<file path="config.mk">
export PLATFORM = sky130hd
export DESIGN_NAME = latch_id_ex
export DESIGN_NICKNAME = d
export VERILOG_FILES = /design/src/rtl/latch_id_ex.sv
export SDC_FILE = /design/constraint.sdc
export NUM_CORES = 1
export LEC_CHECK = 0
export CORE_AREA = 4 4 130 132
export CTS_CLUSTER_DIAMETER = 100
export CTS_CLUSTER_SIZE = 12
export DETAILED_ROUTE_END_ITERATION = 8
export DIE_AREA = 0 0 134 136
export DONT_BUFFER_PORTS = 1
export GPL_TIMING_DRIVEN = 0
export HOLD_SLACK_MARGIN = 0.05
export PLACE_DENSITY = 0.67
export SLEW_MARGIN = 20
export SYNTH_ARGS = -nofsm -noshare
export SYNTH_HDL_FRONTEND = slang
export SYNTH_SLANG_ARGS = --single-unit
</file>
<file path="constraint.sdc">
create_clock -name i_clk -period 1.25 [get_ports i_clk]
set_input_delay 0.125 -clock i_clk [delete_from_list [all_inputs] [get_ports i_clk]]
set_output_delay 0.125 -clock i_clk [all_outputs]
set_load 0.005 [all_outputs]
</file>
<file path="src/rtl/latch_id_ex.sv">
// ID/EX pipeline register: debug-step gating, branch/jump flush, valid tracking, sticky halt.
// Optional bubble counter output o_bubble_count when LATCH_ID_EX_STATS_EN is defined.
module latch_id_ex #(
  parameter int NB_DATA = 32,
  parameter int NB_PC   = 32,
  parameter int NB_REG  = 5
) (
  input  logic               i_clk,
  input  logic               i_reset,
  input  logic               i_step,
  input  logic               i_flush,
  input  logic [20:0]        i_ctrl,
  input  logic               i_halt,
  input  logic [NB_PC-1:0]   i_pc4,
  input  logic [NB_DATA-1:0] i_data_a,
  input  logic [NB_DATA-1:0] i_data_b,
  input  logic [NB_DATA-1:0] i_imm,
  input  logic [NB_REG-1:0]  i_rs,
  input  logic [NB_REG-1:0]  i_rt,
  input  logic [NB_REG-1:0]  i_rd,
  input  logic [4:0]         i_shamt,
  output logic [20:0]        o_ctrl,
  output logic               o_halt,
  output logic               o_valid,
  output logic [NB_PC-1:0]   o_pc4,
  output logic [NB_DATA-1:0] o_data_a,
  output logic [NB_DATA-1:0] o_data_b,
  output logic [NB_DATA-1:0] o_imm,
  output logic [NB_REG-1:0]  o_rs,
  output logic [NB_REG-1:0]  o_rt,
  output logic [NB_REG-1:0]  o_rd,
  output logic [4:0]         o_shamt
`ifdef LATCH_ID_EX_STATS_EN
  ,
  output logic [31:0]        o_bubble_count
`endif
);

  logic [20:0]        ctrl_reg;
  logic               halt_reg;
  logic               valid_reg;
  logic [NB_PC-1:0]   pc4_reg;
  logic [NB_DATA-1:0] data_a_reg;
  logic [NB_DATA-1:0] data_b_reg;
  logic [NB_DATA-1:0] imm_reg;
  logic [NB_REG-1:0]  rs_reg;
  logic [NB_REG-1:0]  rt_reg;
  logic [NB_REG-1:0]  rd_reg;
  logic [4:0]         shamt_reg;
  logic               halt_seen_reg;

  // Once HALT has entered EX, every later step inserts a bubble.
  logic squash;
  assign squash = i_flush | halt_seen_reg;

  always_ff @(posedge i_clk) begin
    if (i_reset) begin
      ctrl_reg      <= '0;
      halt_reg      <= 1'b0;
      valid_reg     <= 1'b0;
      pc4_reg       <= '0;
      data_a_reg    <= '0;
      data_b_reg    <= '0;
      imm_reg       <= '0;
      rs_reg        <= '0;
      rt_reg        <= '0;
      rd_reg        <= '0;
      shamt_reg     <= '0;
      halt_seen_reg <= 1'b0;
    end else if (i_step) begin
      if (squash) begin
        ctrl_reg   <= '0;
        halt_reg   <= halt_seen_reg;
        valid_reg  <= 1'b0;
        pc4_reg    <= '0;
        data_a_reg <= '0;
        data_b_reg <= '0;
        imm_reg    <= '0;
        rs_reg     <= '0;
        rt_reg     <= '0;
        rd_reg     <= '0;
        shamt_reg  <= '0;
      end else begin
        ctrl_reg   <= i_ctrl;
        halt_reg   <= i_halt;
        valid_reg  <= 1'b1;
        pc4_reg    <= i_pc4;
        data_a_reg <= i_data_a;
        data_b_reg <= i_data_b;
        imm_reg    <= i_imm;
        rs_reg     <= i_rs;
        rt_reg     <= i_rt;
        rd_reg     <= i_rd;
        shamt_reg  <= i_shamt;
        if (i_halt) begin
          halt_seen_reg <= 1'b1;
        end
      end
    end
  end

  assign o_ctrl   = ctrl_reg;
  assign o_halt   = halt_reg;
  assign o_valid  = valid_reg;
  assign o_pc4    = pc4_reg;
  assign o_data_a = data_a_reg;
  assign o_data_b = data_b_reg;
  assign o_imm    = imm_reg;
  assign o_rs     = rs_reg;
  assign o_rt     = rt_reg;
  assign o_rd     = rd_reg;
  assign o_shamt  = shamt_reg;

`ifdef LATCH_ID_EX_STATS_EN
  // A zero control word from a stall counts as a bubble even though it is captured as valid.
  logic        bubble_event;
  logic [31:0] bubble_count_reg;

  assign bubble_event = i_step & (squash | ((i_ctrl == 21'd0) & ~i_halt));

  always_ff @(posedge i_clk) begin
    if (i_reset) begin
      bubble_count_reg <= '0;
    end else if (bubble_event && (bubble_count_reg != 32'hFFFF_FFFF)) begin
      bubble_count_reg <= bubble_count_reg + 32'd1;
    end
  end

  assign o_bubble_count = bubble_count_reg;
`endif

endmodule

</file>
==> After elaboration in Yosys (flattened, before gate mapping) <==
Cells that the tools add are included.
{ "totals": {"elab_cells": 26, "ff_bits": 172, "in_bits": 174} }
{ "op_classes": {"n_reduce_logical": 1, "muxes": 11, "bitwise": 2} }
{ "ops": {"columns": ["cell", "count"], "rows": [
  ["$mux W32", 4],
  ["$mux W21", 1],
  ["$mux W5", 4],
  ["$reduce_and A3 Y1", 1],
  ["$mux W1", 2],
  ["$not A1 Y1", 1],
  ["$or A1 B1 Y1", 1]
]} }

==> Longest topological paths before layout <==
Gate-level depths: netlist of the first run.
{ "depth": {"depth_word": 3, "ltp_mapped": 5, "mapped_depth_nobuf": 2} }

==> Worst setup path after synthesis of the first run <==
Ideal clock, no wire load.
{ "synth_timing": {"path_kind": "flip-flop to flip-flop", "from": "register halt_seen_reg", "to": "register valid_reg, in the netlist o_valid", "arrival_ns": 0.987, "path_buffers": 2, "setup_ns": 0.070, "path_stages_with_launch": 5, "setup_slack_ns": 0.193, "required_time_ns": 1.180, "cell_sequence": "dfxtp_1 buf_6 buf_6 or3b_1 a21oi_1"} }
{ "synth_via": {"elab_chain_cells": 2} }
{ "synth_rtl": {"columns": ["element", "line_no", "source"], "rows": [
  ["from (decl)", "50", "logic halt_seen_reg;"],
  ["from (signal assigned)", "69", "halt_seen_reg <= 1'b0;"],
  ["from (signal assigned)", "96", "halt_seen_reg <= 1'b1;"],
  ["$or A1 B1 Y1", "54", "assign squash = i_flush | halt_seen_reg;"],
  ["$mux W1", "71", "if (squash) begin"],
  ["to (signal assigned)", "60", "valid_reg <= 1'b0;"],
  ["to (signal assigned)", "74", "valid_reg <= 1'b0;"],
  ["to (signal assigned)", "86", "valid_reg <= 1'b1;"],
  ["to (decl)", "41", "logic valid_reg;"]
]} }
No other way between the ends.
A chain may end at the register's enable or synchronous reset.

==> Worst setup path in the final report of the first run <==
{ "layout_timing": {"from": "register halt_seen_reg", "to": "register data_a_reg[2], in the netlist o_data_a[2]"} }
{ "layout_via": {"elab_chain_cells": 2} }
{ "layout_rtl": {"columns": ["element", "line_no", "source"], "rows": [
  ["$or A1 B1 Y1", "54", null],
  ["$mux W32", "71", null],
  ["to (signal assigned)", "88", "data_a_reg <= i_data_a;"],
  ["to (decl)", "43", "logic [NB_DATA-1:0] data_a_reg;"]
]} }
No other way between the ends.

==> run metrics, run 1 <==
Slew headroom 59.32%; drt wl/cell 22.56 µm; CTS sink count 172; post-layout instance count excluding filler cells 1,201; Net Count, Synth 957; # IOs 345; CP delay by family, top buffers and inverters; fin crit period 1.253 ns; Yosys cell types 14; area grow syn2layout 35.00%; Yosys reg bits 172; TritonCTS clock tree built; Worst Setup Start Kind flip-flop; post-DP HPWL 17,820 µm; worst hold path type primary input to flip-flop; total number of vias 6,981; status finished with violations; Final #Nets 1,146; Pwr Total 0.01317 W; Peak VDD IR 0.9073 mV; root buf cell clkbuf_16; most frequent cells in the layout dfxtp_1, nand2b_1, dlygate4sd3_1, nand4bb_1, a21oi_1; RSZ-0062 raised after global routing yes; die area 18,220 µm²; worst-path maximum fanout 10; drt total wl 27,100 µm; Arr. time, crit path 1.61 ns; PD cells 1260 nW/µm²; maxcap violations 0; Seq/Total Area, Yosys 44.47%; post-synthesis instance total 783; total CTS buffers 17; final setup vio count 1; Final Hold Viols 0; row count 46; Final Cycle Share 100.2%; Initial Utilization 49.28%; gpl congestion 0.8355; failing checks negative setup slack; CTS H-Tree Depth 4; FF-to-FF setup slack -0.003 ns; Buf+Inv Stages, Crit Path 3; final design utilization 66.53%; most common cell after layout, fill and taps aside dfxtp_1; Lkg Pwr 3.406 nW; leading area contributor after synthesis dfxtp_1; Crit Path Category flip-flop to flip-flop; syn avg cell area 9.890 µm²; Ys Warns 0; 1st-pass router iterations 6; Req. time, crit path 1.61 ns; antenna violations before repair 0; drc violations 0; placed cell count 999; Via density 5.813; vias in the first global route 7,289; Worst-Margin Slew 0.6102 ns; Overflow after GRT 0; largest net degree at the start of global routing 17; worst hold slack 0.1815 ns; Final ANT Viol Nets 0; Core Footprint 15,710 µm²; Clock Latency Late Sink 0.44 ns; cell breakdown of the critical path buf_6 -> buf_8 -> buf_4 -> nand4bb_1 -> a21oi_2; Setup TNS -0.002697 ns; CP max stage delay 0.31 ns; Area contributors post-synth dfxtp_1, nand4bb_1, nand2b_1; Crit. End Element flip-flop; Synth top area share 44.47%; Worst Setup Slack, final -0.002697 ns; synthesized cell area 7744 µm²; overall global routing resource usage 28.19%; port bufs 0; clock skew 0.01201 ns; clock buffer depth 2; highest clock rate 0.7983 GHz; die width 134 µm; share of cells above drive strength 1 8.325%; Max Slew Vio Count 0; Worst-path clk slew 0.07 ns; die outline height 136 µm; Crit-path slowest cell dfxtp_1; ant diodes 0; DR iter-0 viols 396; first-pass GRT wire length 40,490 µm
-- area by class of cell --
type                       count  area (µm²)
timing repair buffer         170        1702
buffer                        95       488.0
sequential                   172        3443
inverter                       1       3.754
tap                          216       270.3
fill                        1183        5259
clock buffer                  22       464.2
clock inverter                10       163.9
multi-input combinational    515        3919
-- kinds of logic after synthesis --
family	synth area share, %
simple gates	38.65
flops	44.47
compound gates	11.16
buf+inv	5.720
-- per-layer routing --
layer | vias to the layer above | wire length [µm] | GRT usage [%]
met4 | 0 | 836 | 11.14
met5 | - | 0 | 0
met2 | 358 | 13630 | 49.92
li1 | 3181 | - | -
met3 | 65 | 2518 | 10.36
met1 | 3377 | 10120 | 30.69
-- cells in the mapped netlist --
cell type	count
dfxtp_1	172
a21oi_1	171
nand2b_1	171
nand4bb_1	169
clkbuf_1	69
buf_2	15
buf_6	7
buf_4	3
a311oi_1	1
buf_1	1
inv_1	1
nand3b_1	1
nor2_1	1
or3b_1	1
-- power breakdown --
| part | internal (W) | switching (W) | total, W |
|---|---|---|---|
| combinational | 0.000890 | 0.000722 | 0.00161 |
| clock | 0.00346 | 0.00220 | 0.00566 |
| sequential | 0.00569 | 0.000206 | 0.00590 |
-- final timing paths --
path / start / end / depth (start not counted)
max: halt_seen_reg / o_data_a[2] / 5
min: i_step / o_ctrl[8] / 4
max reg2reg: halt_seen_reg / o_data_a[2] / 5
min reg2reg: o_data_b[18] / o_data_b[18] / 2
-- through the flow --
step | setup WS [ns] | cell area, µm²
floorplan | 0.1925 | 7744
CTS | 0.001443 | 10360
global placement | -0.1115 | 8014
detailed placement | -0.1626 | 8014
global route | -0.03558 | 10450
finish | -0.002697 | 10450
-- tightest hold or removal path: cells and delay by family --
family | cells | cell delay (ns)
compound gates | 1 | 0.05
buf+inv | 2 | 0.28
simple gates | 1 | 0.11
-- timing repair --
action                                  CTS  global route
endpoints found under the setup margin  100           111
setup buffers                             0             0
endpoints found under the hold margin   171             0
pin swaps                                 0             0
gates resized for setup                  13            43
hold buffers                            170             0
(Power assumes the default switching activity.)
==> inputs of run 2 (changes only) <==
--- a/config.mk
+++ b/config.mk
@@ -12,7 +12,6 @@
 export DIE_AREA = 0 0 134 136
 export DONT_BUFFER_PORTS = 1
 export GPL_TIMING_DRIVEN = 0
-export HOLD_SLACK_MARGIN = 0.05
 export PLACE_DENSITY = 0.67
 export SLEW_MARGIN = 20
 export SYNTH_ARGS = -nofsm -noshare
==> results of run 2 <==
Final layout, timing and power as in run 1 (identical DEF).
==> inputs of run 3 (changes only) <==
--- a/config.mk
+++ b/config.mk
@@ -5,14 +5,15 @@
 export SDC_FILE = /design/constraint.sdc
 export NUM_CORES = 1
 export LEC_CHECK = 0
-export CORE_AREA = 4 4 130 132
+export ABC_CLOCK_PERIOD_IN_PS = 1250
+export CORE_AREA = 2 2 136 138
 export CTS_CLUSTER_DIAMETER = 100
 export CTS_CLUSTER_SIZE = 12
 export DETAILED_ROUTE_END_ITERATION = 8
-export DIE_AREA = 0 0 134 136
+export DIE_AREA = 0 0 138 140
 export DONT_BUFFER_PORTS = 1
 export GPL_TIMING_DRIVEN = 0
-export PLACE_DENSITY = 0.67
+export PLACE_DENSITY = 0.61
 export SLEW_MARGIN = 20
 export SYNTH_ARGS = -nofsm -noshare
 export SYNTH_HDL_FRONTEND = slang
==> run metrics, run 3 (synthesized netlist as in run 1, its figures left out) <==
CTS H-Tree Depth 4; clock skew 0.005167 ns; Worst Setup Start Kind flip-flop; Final Cycle Share 99.99%; PD cells 1209 nW/µm²; Setup crit start halt_seen_reg; ant diodes 0; most common cell after layout, fill and taps aside dfxtp_1; CTS sink count 172; Worst-path clk slew 0.06 ns; Via density 5.672; Lkg Pwr 3.382 nW; number of fill cells 1,452; cell breakdown of the critical path buf_6 -> buf_12 -> clkbuf_4 -> nand4bb_1 -> a21oi_1; Slew headroom 65.54%; drc violations 0; first-pass GRT wire length 40,240 µm; Crit Path Category flip-flop to flip-flop; gpl congestion 0.8732; Initial Utilization 43.55%; Worst Setup Slack, final 0.0001162 ns; CP max stage delay 0.31 ns; Arr. time, crit path 1.59 ns; # IOs 345; RSZ-0062 raised after global routing yes; post-DP HPWL 17,800 µm; maxcap violations 0; highest clock rate 0.8001 GHz; Overflow after GRT 0; Max Slew Vio Count 0; status finished, final reports clean; Pwr Total 0.01258 W; root buf cell clkbuf_16; die width 138 µm; Worst-Margin Slew 0.5169 ns; drt wl/cell 21.64 µm; Crit. End Element flip-flop; post-CTS setup buffer count 0; Final #Nets 1,146; die area 19,320 µm²; Crit-path slowest cell dfxtp_1; TritonCTS clock tree built; worst hold slack 0.1789 ns; DR iter-0 viols 384; pre-CTS WS -0.1891 ns; worst-path maximum fanout 10; Core Footprint 17,780 µm²; 1st-pass router iterations 4; Final Hold Viols 0; Peak VDD IR 0.9219 mV; area of the multi-input gates 3933 µm²; vias in the first global route 7,199; final setup vio count 0; antenna violations before repair 0; worst hold path type primary input to flip-flop; port bufs 0; total CTS buffers 17; min-delay src i_step; Storage cell area 3443 µm²; Setup TNS 0 ns; share of cells above drive strength 1 8.138%; overall global routing resource usage 26.01%; clock buffer depth 2; drt total wl 26,230 µm; most frequent cells in the layout dfxtp_1, nand2b_1, dlygate4sd3_1, nand4bb_1, a21oi_1; Final ANT Viol Nets 0; row count 49; fin crit period 1.250 ns; die outline height 140 µm; Req. time, crit path 1.59 ns; worst r2r src halt_seen_reg; area grow syn2layout 34.40%; CP delay by family, top buffers and inverters; total number of vias 6,874; Clock Latency Late Sink 0.42 ns; largest net degree at the start of global routing 17; Buf+Inv Stages, Crit Path 3
[run 3: changes by cell type in the layout (fill, tap and decap cells not counted), moves of 2 or more]
cell | previous run | this run
nand4bb_1 | 168 | 166
clkbuf_1 | 56 | 54
a21oi_1 | 159 | 164
nand4bb_4 | 1 | 3
a21oi_2 | 12 | 7
bufinv_16 | 4 | 1
clkinv_2 | 2 | 4
[run 3: power breakdown]
| group | total, W | leakage, nW | switching, W | internal, W |
|---|---|---|---|---|
| Clock | 0.00508 | 0.272 | 0.00225 | 0.00283 |
| Combinational | 0.00161 | 1.71 | 0.000711 | 0.000896 |
| Sequential | 0.00589 | 1.40 | 0.000200 | 0.00569 |
| Total | 0.0126 | 3.38 | 0.00316 | 0.00942 |
[run 3: worst paths after layout]
kind | to | slack (ns) | depth (start not counted)
max reg2reg | o_pc4[3] | 0.0001 | 5
max | o_pc4[3] | 0.0001 | 5
min | o_ctrl[0] | 0.18 | 4
min reg2reg | o_pc4[13] | 0.50 | 2
[run 3: worst register-to-register path, stage by stage, from the launching register on]
cell and delay (ns):
dfxtp_1 0.31, buf_6 0.15, buf_12 0.16, clkbuf_4 0.17
nand4bb_1 0.20, a21oi_1 0.19
[run 3: layout make-up]
| cell class | count | area share [%] |
|---|---|---|
| Multi-Input combinational cell | 515 | 37.79 |
| Sequential cell | 172 | 33.08 |
| Timing Repair Buffer | 170 | 16.35 |
| Buffer | 95 | 4.713 |
| Clock buffer | 20 | 4.388 |
| Clock inverter | 10 | 0.8896 |
| Inverter | 1 | 0.03607 |
| Tap cell | 229 | 2.753 |
[run 3: routing by layer]
metal  wire length [µm]  vias up  global-route usage (%)
met5                  0        -                       0
met4                644        0                   8.163
met1              10150     3316                   29.56
li1                   -     3190                       -
met3               2245       45                   8.786
met2              13190      323                   46.20
[run 3: stage by stage]
| stage | util [%] | std cells | area, µm² |
|---|---|---|---|
| 3_3_place_gp | 45.17 | 1012 | 8030 |
| 3_5_place_dp | 45.17 | 1012 | 8030 |
| 2_1_floorplan | - | 783 | 7744 |
| 6_report | 58.54 | 1212 | 10410 |
| 4_1_cts | 58.08 | 1212 | 10330 |
| 5_1_grt | 58.54 | 1212 | 10410 |
[run 3: repair_timing]
item | CTS | global route
hold buffers | 170 | 0
resized for setup | 16 | 38
gates cloned | 0 | 0
setup endpoints to repair | 90 | 115
pin swaps | 0 | 5
hold endpoints to repair | 171 | 0
==> variant 1 (flow settings as in run 3) <==
Register the input `i_shamt` before use, cleared by the reset. The logic sees it one clock later. The other inputs are not delayed to match.
--- a/src/rtl/latch_id_ex.sv
+++ b/src/rtl/latch_id_ex.sv
@@ -37,2 +37,12 @@
 );
+
+  logic [4:0] i_shamt_q;
+
+  always_ff @(posedge i_clk) begin
+    if (i_reset) begin
+      i_shamt_q <= '0;
+    end else begin
+      i_shamt_q <= i_shamt;
+    end
+  end
 
@@ -93,3 +103,3 @@
         rd_reg     <= i_rd;
-        shamt_reg  <= i_shamt;
+        shamt_reg  <= i_shamt_q;
         if (i_halt) begin
Check against the original RTL: not equivalent (a bounded check fails within 4 cycles, from zero or initial values and one cycle with i_reset high).
==> variant 1 against run 3 <==
- first-iteration DRC count down 14%
- maximum frequency up 2.9%
- die area unchanged
- total power up 4.8%
- synthesized area up 1.8%
- core utilization up 1.1 points
- clock skew up 0.0045 ns
- sequential cell count up 5
- count of clock-buffer cells in the layout down 2
- setup slack better by 0.035 ns
- routed wire length down 3.1%
- cell area up 2.0%
- critical path type unchanged
- critical endpoint is now o_pc4[10]
- largest cell class unchanged
- largest power group unchanged
==> variant 1: results (changes against run 3) <==
[run_status]
status=finished, final reports clean  ; unchanged

[yosys]
ys_seq_area_share_pct=45.0  ; was 44.5%
synth_common_cells=dfxtp_1 (177), a21oi_1 (171), nand2b_1 (171)  ; was dfxtp_1 (172), a21oi_1 (171), nand2b_1 (171)
syn_inst=794  ; was 783
synth_edf_count=0  ; unchanged
synth_area_leaders=dfxtp_1 (45%), nand4bb_1 (24%), nand2b_1 (14%), a21oi_1 (11%), clkbuf_1 (3.4%)  ; was dfxtp_1 (44%), nand4bb_1 (25%), nand2b_1 (14%), a21oi_1 (11%), clkbuf_1 (3.3%)
syn_nets=968  ; was 957

[critical_path]
r2r_end=o_pc4[10]  ; was o_pc4[3]
reg2reg_slack_ns=0.04  ; was 0.0001 ns
critical_path_arrival_ns=1.58

[drt]
dr.pass1.iters=5  ; was 4
routed_wl_mm=25.4  ; was 26.2 mm
avgRoutedWirePerCell_um=20.7  ; was 21.6 um
via_count=6933  ; was 6,874
drt_iter0_drc=331  ; was 384

[cells_and_area]
nets=1157  ; was 1,146
drive_above_1_share_pct=8.43  ; was 8.14%

[sta]
holdWs_ns=0.183  ; was 0.179 ns
finClkSkew_ns=0.00965  ; was 0.00517 ns
tightest_slew_ns=0.561  ; was 0.517 ns

[placement]
gp_congestion=0.955  ; was 0.873
detailed_place_hpwl_mm=17.3  ; was 17.8 mm
post-place-cells=1023  ; was 1,012
place_area_um2=8170  ; was 8030 um2

[power_and_ir_drop]
peakVddDrop_mv=0.899  ; was 0.922 mV
power.leakage_nw=3.45  ; was 3.38 nW

[grt]
track_usage_pct=25.2  ; was 26.0%
grt_pass1_wl_mm=39.0  ; was 40.2 mm
grt_max_degree=18  ; was 17
grt_pass1_vias=7144  ; was 7,199

[worst_hold_path]
min_to=o_ctrl[5]  ; was o_ctrl[0]

variant 1: metal layers:
metal	track usage [%]	part of all wire, %
met2	43.5	50
met3	8.58	8.9
met1	27.8	38
met5	0	0
met4	12.5	3.7
variant 1: worst max-delay path: stages (launching register included):
cell and delay [ns]:
dfxtp_1 0.31, buf_6 0.15, buf_12 0.15, buf_4 0.16, nand4bb_1 0.22, a21oi_2 0.15
variant 1: timing repair:
action | 4_1_cts | 5_1_grt
gates cloned | 0 | 0
hold buffers | 170 | 0
hold endpoints to repair | 171 | 0
pin swaps | 0 | 2
endpoints found under the setup margin | 101 | 121
gates resized for setup | 8 | 49
variant 1: kinds of logic after synthesis:
logic type / after synthesis / share of synthesized area [%]
flip-flops: 177 / 45.0
AO/OA/AOI/OAI: 172 / 11.0
AND/OR/NAND/NOR: 348 / 38.4
buffers and inverters: 97 / 5.71
variant 1: how the worst max path moves through the flow:
stage	endpoint	slack [ns]
floorplan	o_valid	0.19
global placement	o_pc4[9]	-0.11
detailed placement	o_pc4[10]	-0.14
CTS	o_ctrl[1]	-0.11
global route	o_imm[6]	-0.008
finish	o_pc4[10]	0.04
variant 1: where the power goes:
part	internal [mW]	switching (mW)
clock	3.08	2.44
combinational	0.900	0.711
sequential	5.86	0.197
total	9.84	3.35
variant 1: final cells by class:
cell class	instances	area, um2
tap	229	287
clock buffer	18	439
clock inverter	14	169
multi-input combinational	520	3970
buffer	96	497
inverter	1	3.75
fill	1413	7170
timing repair buffer	170	1700
sequential	177	3540
variant 1: stage by stage:
step	power [mW]	utilization, %	setup slack [ns]	TNS, ns
CTS	13.2	59.0	-0.105	-3.14
global route	13.7	59.7	-0.00843	-0.0211
detailed placement	7.26	45.9	-0.142	-7.93
finish	13.2	59.7	0.0352	0
floorplan	6.95	-	0.193	0
global placement	7.22	45.9	-0.105	-5.31
==> variant 2 (flow settings as in run 3) <==
Made on the original files. `NB_PC`: 32 -> 16.
--- a/src/rtl/latch_id_ex.sv
+++ b/src/rtl/latch_id_ex.sv
@@ -4,3 +4,3 @@
   parameter int NB_DATA = 32,
-  parameter int NB_PC   = 32,
+  parameter int NB_PC   = 16,
   parameter int NB_REG  = 5
Ports: changed (resized i_pc4 and o_pc4); port bits go from 345 to 313. No check against the original RTL was run, so the function may have changed too.
==> variant 2 against run 3 <==
- setup slack better by 0.061 ns
- routed wire length down 9.5%
- total power down 6.3%
- final cell count down 7.1%
- sequential cell count down 16
- cell area down 9.3%
- maximum frequency up 5.2%
- synthesized area down 9.7%
==> variant 2: results (changes against run 3) <==
[run_status]
status=finished, final reports clean  ; unchanged

[yosys]
synth_area_leaders=dfxtp_1 (45%), nand4bb_1 (25%), nand2b_1 (14%), a21oi_1 (11%), clkbuf_1 (3.1%)  ; was dfxtp_1 (44%), nand4bb_1 (25%), nand2b_1 (14%), a21oi_1 (11%), clkbuf_1 (3.3%)
ys_seq_area_share_pct=44.7  ; was 44.5%
syn_nets=867  ; was 957
ys_ff_latch=156  ; was 172
synth_cell_types=16  ; was 14
synth_common_cells=dfxtp_1 (156), nand2b_1 (155), a21oi_1 (154)  ; was dfxtp_1 (172), a21oi_1 (171), nand2b_1 (171)

[cells_and_area]
nets=1040  ; was 1,146
sh_seq_area_pct=33.1  ; about the same
buffer_area_share_pct=20.5  ; was 21.1%
diodes=2  ; was 0
fillers=1563  ; was 1,452
stdcell_area_um2=9440  ; was 10,400 um2
multi_input_area_um2=3530  ; was 3930 um2
drive_above_1_share_pct=8.38  ; was 8.14%

[drt]
via_count=6287  ; was 6,874

[grt]
grt_use_met1_pct=26.0  ; was 29.6%
track_usage_pct=23.7  ; was 26.0%
met3_usage_pct=8.21  ; was 8.79%
antenna_found_initial=1  ; was 0
grt_use_met2_pct=41.7  ; was 46.2%
grt_pass1_wl_mm=36.8  ; was 40.2 mm

[sta]
period_needed_ns=1.19  ; was 1.25 ns
tightest_slew_ns=0.741  ; was 0.517 ns

[placement]
place_area_um2=7280  ; was 8030 um2
dp_slack_ns=-0.251  ; was -0.189 ns
detailed_place_hpwl_mm=16.1  ; was 17.8 mm
gp_congestion=0.835  ; was 0.873

[power_and_ir_drop]
power.leakage_nw=3.07  ; was 3.38 nW

[critical_path]
critical_path_arrival_ns=1.54  ; was 1.59 ns

variant 2: cell types whose count changed after synthesis, moves of 6 or more:
cell,run 3,this run
buf_2,15,21
nand2b_1,171,155
nand4bb_1,169,153
clkbuf_1,69,58
dfxtp_1,172,156
a21oi_1,171,154
variant 2: critical path, cell delays in order (launching register included):
cell and delay [ns]:
dfxtp_2 0.32, buf_6 0.15, buf_6 0.14, or3b_4 0.39, a21oi_2 0.11
variant 2: final timing paths:
path          endpoint  slack (ns)  depth (start not counted)
max            o_valid        0.06                          4
min          o_ctrl[7]        0.02                          2
max reg2reg    o_valid        0.06                          4
min reg2reg   o_pc4[7]        0.50                          2
variant 2: power breakdown:
| part | switching [mW] | internal (mW) |
|---|---|---|
| Combinational | 0.638 | 0.790 |
| Sequential | 0.176 | 5.17 |
| Clock | 2.20 | 2.82 |
| Total | 3.01 | 8.77 |
variant 2: repair_timing:
action,CTS,global route
hold endpoints to repair,155,0
endpoints found under the setup margin,91,60
pin swaps,0,0
gates resized for setup,11,22
hold buffers,154,0
